==> src/rtl/comp_mult_apb_regs.sv <==
// APB3 completer register file for the complex multiplier: operand/result pointers,
// operation count, start/sw-reset controls and done/status reporting. Optional IRQ: COMP_MULT_IRQ_EN.
module comp_mult_apb_regs #(
    parameter int APB_BADDR = 1024,
    parameter int SYS_AW    = 16,
    parameter int REG_DW    = 16,
    parameter int STS_W     = 4
) (
    input  logic              clk,
    input  logic              rst_n,
    input  logic [SYS_AW-1:0] apb_paddr,
    input  logic              apb_psel,
    input  logic              apb_penable,
    input  logic              apb_pwrite,
    input  logic [REG_DW-1:0] apb_pwdata,
    output logic              apb_pready,
    output logic [REG_DW-1:0] apb_prdata,
    output logic              apb_pslverr,
    output logic [SYS_AW-1:0] op1_addr,
    output logic [SYS_AW-1:0] op2_addr,
    output logic [SYS_AW-1:0] res_addr,
    output logic [REG_DW-1:0] nr_op,
    output logic              start,
    output logic              sw_rst,
    input  logic              core_busy,
    input  logic              core_done,
    input  logic [STS_W-1:0]  core_state
`ifdef COMP_MULT_IRQ_EN
    ,
    output logic              irq
`endif
);

`ifdef COMP_MULT_IRQ_EN
    localparam int NUM_REGS = 8;
`else
    localparam int NUM_REGS = 7;
`endif

    localparam logic [SYS_AW-1:0] BADDR = SYS_AW'(APB_BADDR);
    localparam logic [SYS_AW-1:0] NREGS = SYS_AW'(NUM_REGS);

    localparam logic [2:0] OFS_OP1    = 3'd0;
    localparam logic [2:0] OFS_OP2    = 3'd1;
    localparam logic [2:0] OFS_RES    = 3'd2;
    localparam logic [2:0] OFS_NR_OP  = 3'd3;
    localparam logic [2:0] OFS_CFG    = 3'd4;
    localparam logic [2:0] OFS_STOP   = 3'd5;
    localparam logic [2:0] OFS_STATUS = 3'd6;
    localparam logic [2:0] OFS_IRQ_EN = 3'd7;

    logic              r_pready;
    logic [REG_DW-1:0] r_prdata;
    logic              r_pslverr;
    logic [REG_DW-1:0] r_op1;
    logic [REG_DW-1:0] r_op2;
    logic [REG_DW-1:0] r_res;
    logic [REG_DW-1:0] r_nr_op;
    logic              r_sw_rst;
    logic              r_start;
    logic              r_stop;
    logic              r_nop_done;

    logic [SYS_AW-1:0] w_offset;
    logic [2:0]        w_idx;
    logic              w_valid_addr;
    logic              w_access;
    logic              w_err;
    logic              w_commit;
    logic              w_cfg_wr;
    logic              w_go;
    logic              w_stop_clr;
    logic              w_stop_next;
    logic [REG_DW-1:0] w_rdata;

`ifdef COMP_MULT_IRQ_EN
    logic r_irq_en;
    logic r_irq;
`endif

    assign w_offset     = apb_paddr - BADDR;
    assign w_idx        = w_offset[2:0];
    assign w_valid_addr = (apb_paddr >= BADDR) && (w_offset < NREGS);

    // The access cycle is taken only once; the following pready cycle completes it.
    assign w_access = apb_psel & apb_penable & ~r_pready;

    always_comb begin
        w_err = 1'b0;
        if (!w_valid_addr) begin
            w_err = 1'b1;
        end else if (apb_pwrite) begin
            case (w_idx)
                OFS_OP1, OFS_OP2, OFS_RES, OFS_NR_OP: w_err = core_busy;
                OFS_CFG:                              w_err = core_busy & apb_pwdata[0];
                OFS_STATUS:                           w_err = 1'b1;
                default:                              w_err = 1'b0;
            endcase
        end
    end

    assign w_commit = w_access & apb_pwrite & ~w_err;
    assign w_cfg_wr = w_commit && (w_idx == OFS_CFG);
    assign w_go     = w_cfg_wr & apb_pwdata[0] & ~apb_pwdata[1];

    assign w_stop_clr = (w_commit && (w_idx == OFS_STOP) && !apb_pwdata[0])
                      || w_go || (w_cfg_wr & apb_pwdata[1]);

    // sw reset dominates, then a completion event, then any clearing write.
    always_comb begin
        w_stop_next = r_stop;
        if (r_sw_rst)
            w_stop_next = 1'b0;
        else if (core_done || r_nop_done)
            w_stop_next = 1'b1;
        else if (w_stop_clr)
            w_stop_next = 1'b0;
    end

    always_comb begin
        w_rdata = '0;
        if (!w_err) begin
            case (w_idx)
                OFS_OP1:    w_rdata = r_op1;
                OFS_OP2:    w_rdata = r_op2;
                OFS_RES:    w_rdata = r_res;
                OFS_NR_OP:  w_rdata = r_nr_op;
                OFS_CFG:    w_rdata = REG_DW'({r_sw_rst, 1'b0});
                OFS_STOP:   w_rdata = REG_DW'(r_stop);
                OFS_STATUS: w_rdata = REG_DW'({core_state, core_busy});
`ifdef COMP_MULT_IRQ_EN
                OFS_IRQ_EN: w_rdata = REG_DW'(r_irq_en);
`endif
                default:    w_rdata = '0;
            endcase
        end
    end

    always_ff @(posedge clk or negedge rst_n) begin
        if (!rst_n) begin
            r_pready   <= 1'b0;
            r_prdata   <= '0;
            r_pslverr  <= 1'b0;
            r_op1      <= '0;
            r_op2      <= '0;
            r_res      <= '0;
            r_nr_op    <= '0;
            r_sw_rst   <= 1'b0;
            r_start    <= 1'b0;
            r_stop     <= 1'b0;
            r_nop_done <= 1'b0;
        end else begin
            r_pready   <= w_access;
            r_pslverr  <= w_access & w_err;
            r_start    <= w_go && (r_nr_op != '0);
            r_nop_done <= w_go && (r_nr_op == '0);
            r_stop     <= w_stop_next;
            if (w_access && !apb_pwrite)
                r_prdata <= w_rdata;
            if (w_commit) begin
                case (w_idx)
                    OFS_OP1:   r_op1    <= apb_pwdata;
                    OFS_OP2:   r_op2    <= apb_pwdata;
                    OFS_RES:   r_res    <= apb_pwdata;
                    OFS_NR_OP: r_nr_op  <= apb_pwdata;
                    OFS_CFG:   r_sw_rst <= apb_pwdata[1];
                    default:   ;
                endcase
            end
        end
    end

`ifdef COMP_MULT_IRQ_EN
    always_ff @(posedge clk or negedge rst_n) begin
        if (!rst_n) begin
            r_irq_en <= 1'b0;
            r_irq    <= 1'b0;
        end else begin
            r_irq <= r_stop & r_irq_en;
            if (w_commit && (w_idx == OFS_IRQ_EN))
                r_irq_en <= apb_pwdata[0];
        end
    end

    assign irq = r_irq;
`endif

    assign apb_pready  = r_pready;
    assign apb_prdata  = r_prdata;
    assign apb_pslverr = r_pslverr;
    assign op1_addr    = SYS_AW'(r_op1);
    assign op2_addr    = SYS_AW'(r_op2);
    assign res_addr    = SYS_AW'(r_res);
    assign nr_op       = r_nr_op;
    assign start       = r_start;
    assign sw_rst      = r_sw_rst;

endmodule
==> config.mk <==
export PLATFORM = sky130hd
export DESIGN_NAME = comp_mult_apb_regs
export DESIGN_NICKNAME = d
export VERILOG_FILES = /design/src/rtl/comp_mult_apb_regs.sv
export SDC_FILE = /design/constraint.sdc
export NUM_CORES = 1
export LEC_CHECK = 0
export ABC_CLOCK_PERIOD_IN_PS = 1900
export CAP_MARGIN = 25
export CORE_MARGIN = 2
export CORE_UTILIZATION = 42
export DETAILED_ROUTE_END_ITERATION = 10
export PLACE_DENSITY_LB_ADDON = 0.25
export SLEW_MARGIN = 20
export SYNTH_ARGS = -nofsm -noshare
export SYNTH_HDL_FRONTEND = slang
export SYNTH_SLANG_ARGS = --single-unit
==> constraint.sdc <==
create_clock -name clk -period 1.9 [get_ports clk]
set_clock_uncertainty 0.1 [all_clocks]
set_input_delay 0.475 -clock clk [delete_from_list [all_inputs] [get_ports clk]]
set_output_delay 0.475 -clock clk [all_outputs]
set_load 0.1 [all_outputs]
==> metrics.txt <==
Critical Path RT 2.03 ns; Die Wd 102 µm; CP Class in -> reg; syn_area_per_cell 13.6 µm²; Area contributors post-synth dfrtp_1 54%, mux2_2 17%, mux4_2 6.2%; Max IR drop VDD 0.000308 V; Finish-stage setup viols 84; Diodes inserted 0; CTS tree done; FMAX 434 MHz; Slew HR 61.3%; worst-path cell chain buf_6 -> or4_4 -> a31o_4 -> buf_12 -> buf_6 -> nor4_4 -> buf_4 -> buf_8 -> mux2_4; initial antenna violation count 0; vias in the first global route 3355; clock transition at the registers of the reported paths 0.10 ns; Via Count 3163; worst hold margin 0.330 ns; die height 102 µm; Async SR Flop Fraction 100%; Synth Register Bits 86; fin cells 590; die footprint 10300 µm²; clk_lat worst skew 0.36 ns; dpl cell area 6570 µm²; dpl cells 564; DR iter-0 viols 129; worst-margin pin slew 0.580 ns; Synth Cell Area 4010 µm²; CTS root buf clkbuf_8; Min Clock Period, post-route 2.31 ns; pwr dens 503 nW/µm²; utilization after layout 78.0%; Syn. warnings 0; GPL Wtd Cong 0.801; fin. max-slew vios 0; multi-input logic area 2060 µm²; TritonCTS Buffers 9; CP arrival 2.44 ns; final hold violations 0; total gr overflow 0; crit path max-delay cell type or4_4; crit end category flip-flop; port bufs 126; syn_nets 338; row count 35; Final Net Count 499; Total GRT Usage 24.6%; wire length per cell 20.7 µm; Area growth, synth to finish 79.9%; Clock Sinks 86; Critical Path Source Type primary input; status finished, violations left; Syn Inst Count 295; vias per inst 5.36; Crit Path Max Fanout 5; clock buffer depth 2; share of the synthesized area in the top cell type 53.7%; initial core utilization 43.4%; leakage dissipation 0.00325 µW; Pre-Repair DR Iteration Count 5; Final Cycle Share 121%; PnR worst setup slack -0.405 ns; Place WS -1.03 ns; Netlist cell types 38; register area share after synthesis 53.7%; H-tree depth 3; failing checks negative setup slack; largest net degree at the start of global routing 86; Post-synth EDFFs 0; Hold Crit Class in -> async; largest area contributor in the netlist dfrtp_1; Reg area 2150 µm²; Max Cap Viol 0; final instance area 7210 µm²; most used cell, CP buf_6; CP max stage delay 0.54 ns; RSZ-0062 raised after global routing true; Detail Route Antenna Nets 0; Top Ports 127; total core area 9240 µm²; fillers 537; layout cells sized above 1 53.4%; first-pass GRT wire length 19.0 mm; DRC viols 0; Total Wirelength 12.2 mm; Post-DP HPWL 8.44 mm; ys flop type dfrtp_1
[power by group]
group          switching [µW]  leakage [µW]  internal (µW)
clock network             714      0.000112            762
logic                     167       0.00194            152
registers                1.54       0.00119           1830
[cells by family after synthesis]
kind of cell	synth area share (%)
buffers and inverters	3.75
AO/OA/AOI/OAI	6.12
multiplexers	25.7
AND/OR/NAND/NOR	10.7
flip-flops	53.7
[Yosys cell counts (2+ instances only)]
library cell / number
mux2i_1: 5
and3b_1: 3
nor4_1: 5
o2bb2ai_1: 3
a21oi_1: 3
buf_1: 3
o211ai_1: 2
a221oi_1: 3
nor4_4: 2
nand3b_1: 7
or2_2: 3
buf_6: 5
mux4_2: 11
nor4b_1: 3
mux2_2: 61
nand2_1: 19
nor3_1: 3
o21ai_0: 14
nor4b_4: 2
o31ai_1: 5
clkbuf_1: 10
nor2_1: 5
nor3b_1: 3
dfrtp_1: 86
or4_1: 2
inv_1: 12
mux2_1: 4
[worst paths after layout]
kind,start,end,slack (ns),cells past startpoint
min reg2reg,apb_prdata[14],apb_prdata[14],0.45,2
min in group clk,apb_penable,apb_pready,0.42,4
min,rst_n,op2_addr[3],0.33,2
max reg2reg,apb_pready,nr_op[13],-0.13,6
max,apb_paddr[5],op1_addr[9],-0.41,9
max in group asynchronous,rst_n,apb_pready,0.75,3
[area by class of cell]
| type | instances | area share (%) |
|---|---|---|
| multi-input cells | 179 | 28.6 |
| clock inverters | 7 | 1.46 |
| repair buffers | 168 | 35.5 |
| well taps | 129 | 2.24 |
| inverters | 12 | 0.625 |
| clock buffers | 9 | 1.72 |
| flip-flops and latches | 86 | 29.9 |
[through the flow]
| step | total power (µW) | TNS [ns] |
|---|---|---|
| after floorplan | 1970 | -38.04 |
| after global placement | 2170 | -73.83 |
| after detailed placement | 2170 | -75.88 |
| after CTS | 3630 | -22.86 |
| after global routing | 3720 | -23.94 |
| final | 3630 | -20.34 |
[layout by cell type (no fill, tap or decap), drive strengths merged, types with 7 or more instances in the layout]
| master | Yosys | layout |
|---|---|---|
| nand3b | 7 | 7 |
| mux2 | 65 | 65 |
| mux4 | 11 | 11 |
| dlymetal6s2s | 0 | 7 |
| inv | 12 | 15 |
| o21ai | 14 | 14 |
| buf | 8 | 130 |
| nor4 | 7 | 7 |
| dfrtp | 86 | 86 |
| clkdlybuf4s50 | 0 | 23 |
| nand2 | 19 | 19 |
| clkbuf | 10 | 9 |
[metal layers]
| layer | wire length (µm) | global-route usage [%] | part of all wire (%) |
|---|---|---|---|
| met1 | 5240 | 34.0 | 43 |
| met2 | 6230 | 39.2 | 51 |
| met3 | 487 | 4.21 | 4.0 |
| met4 | 229 | 8.84 | 1.9 |
| met5 | 0 | 0 | 0 |
[critical path: cells and delay by family]
| kind | cells | cell delay [ns] |
|---|---|---|
| multiplexers | 1 | 0.31 |
| buffers and inverters | 5 | 0.67 |
| AO/OA/AOI/OAI | 1 | 0.24 |
| AND/OR/NAND/NOR | 2 | 0.74 |
[what timing repair did]
action / CTS / global route
pin swaps: 9 / 8
setup buffers: 5 / 4
resized for setup: 76 / 26
gates cloned: 2 / 0
hold buffers: 1 / 0
hold endpoints to repair: 1 / 0
endpoints found under the setup margin: 85 / 84
[state kept, by name, summed over array words and instances, names as in the netlist, 16 cells and up]
register    cells
op2_addr       16
apb_prdata     16
res_addr       16
nr_op          16
op1_addr       16
Power figures use the tool's default switching activity.
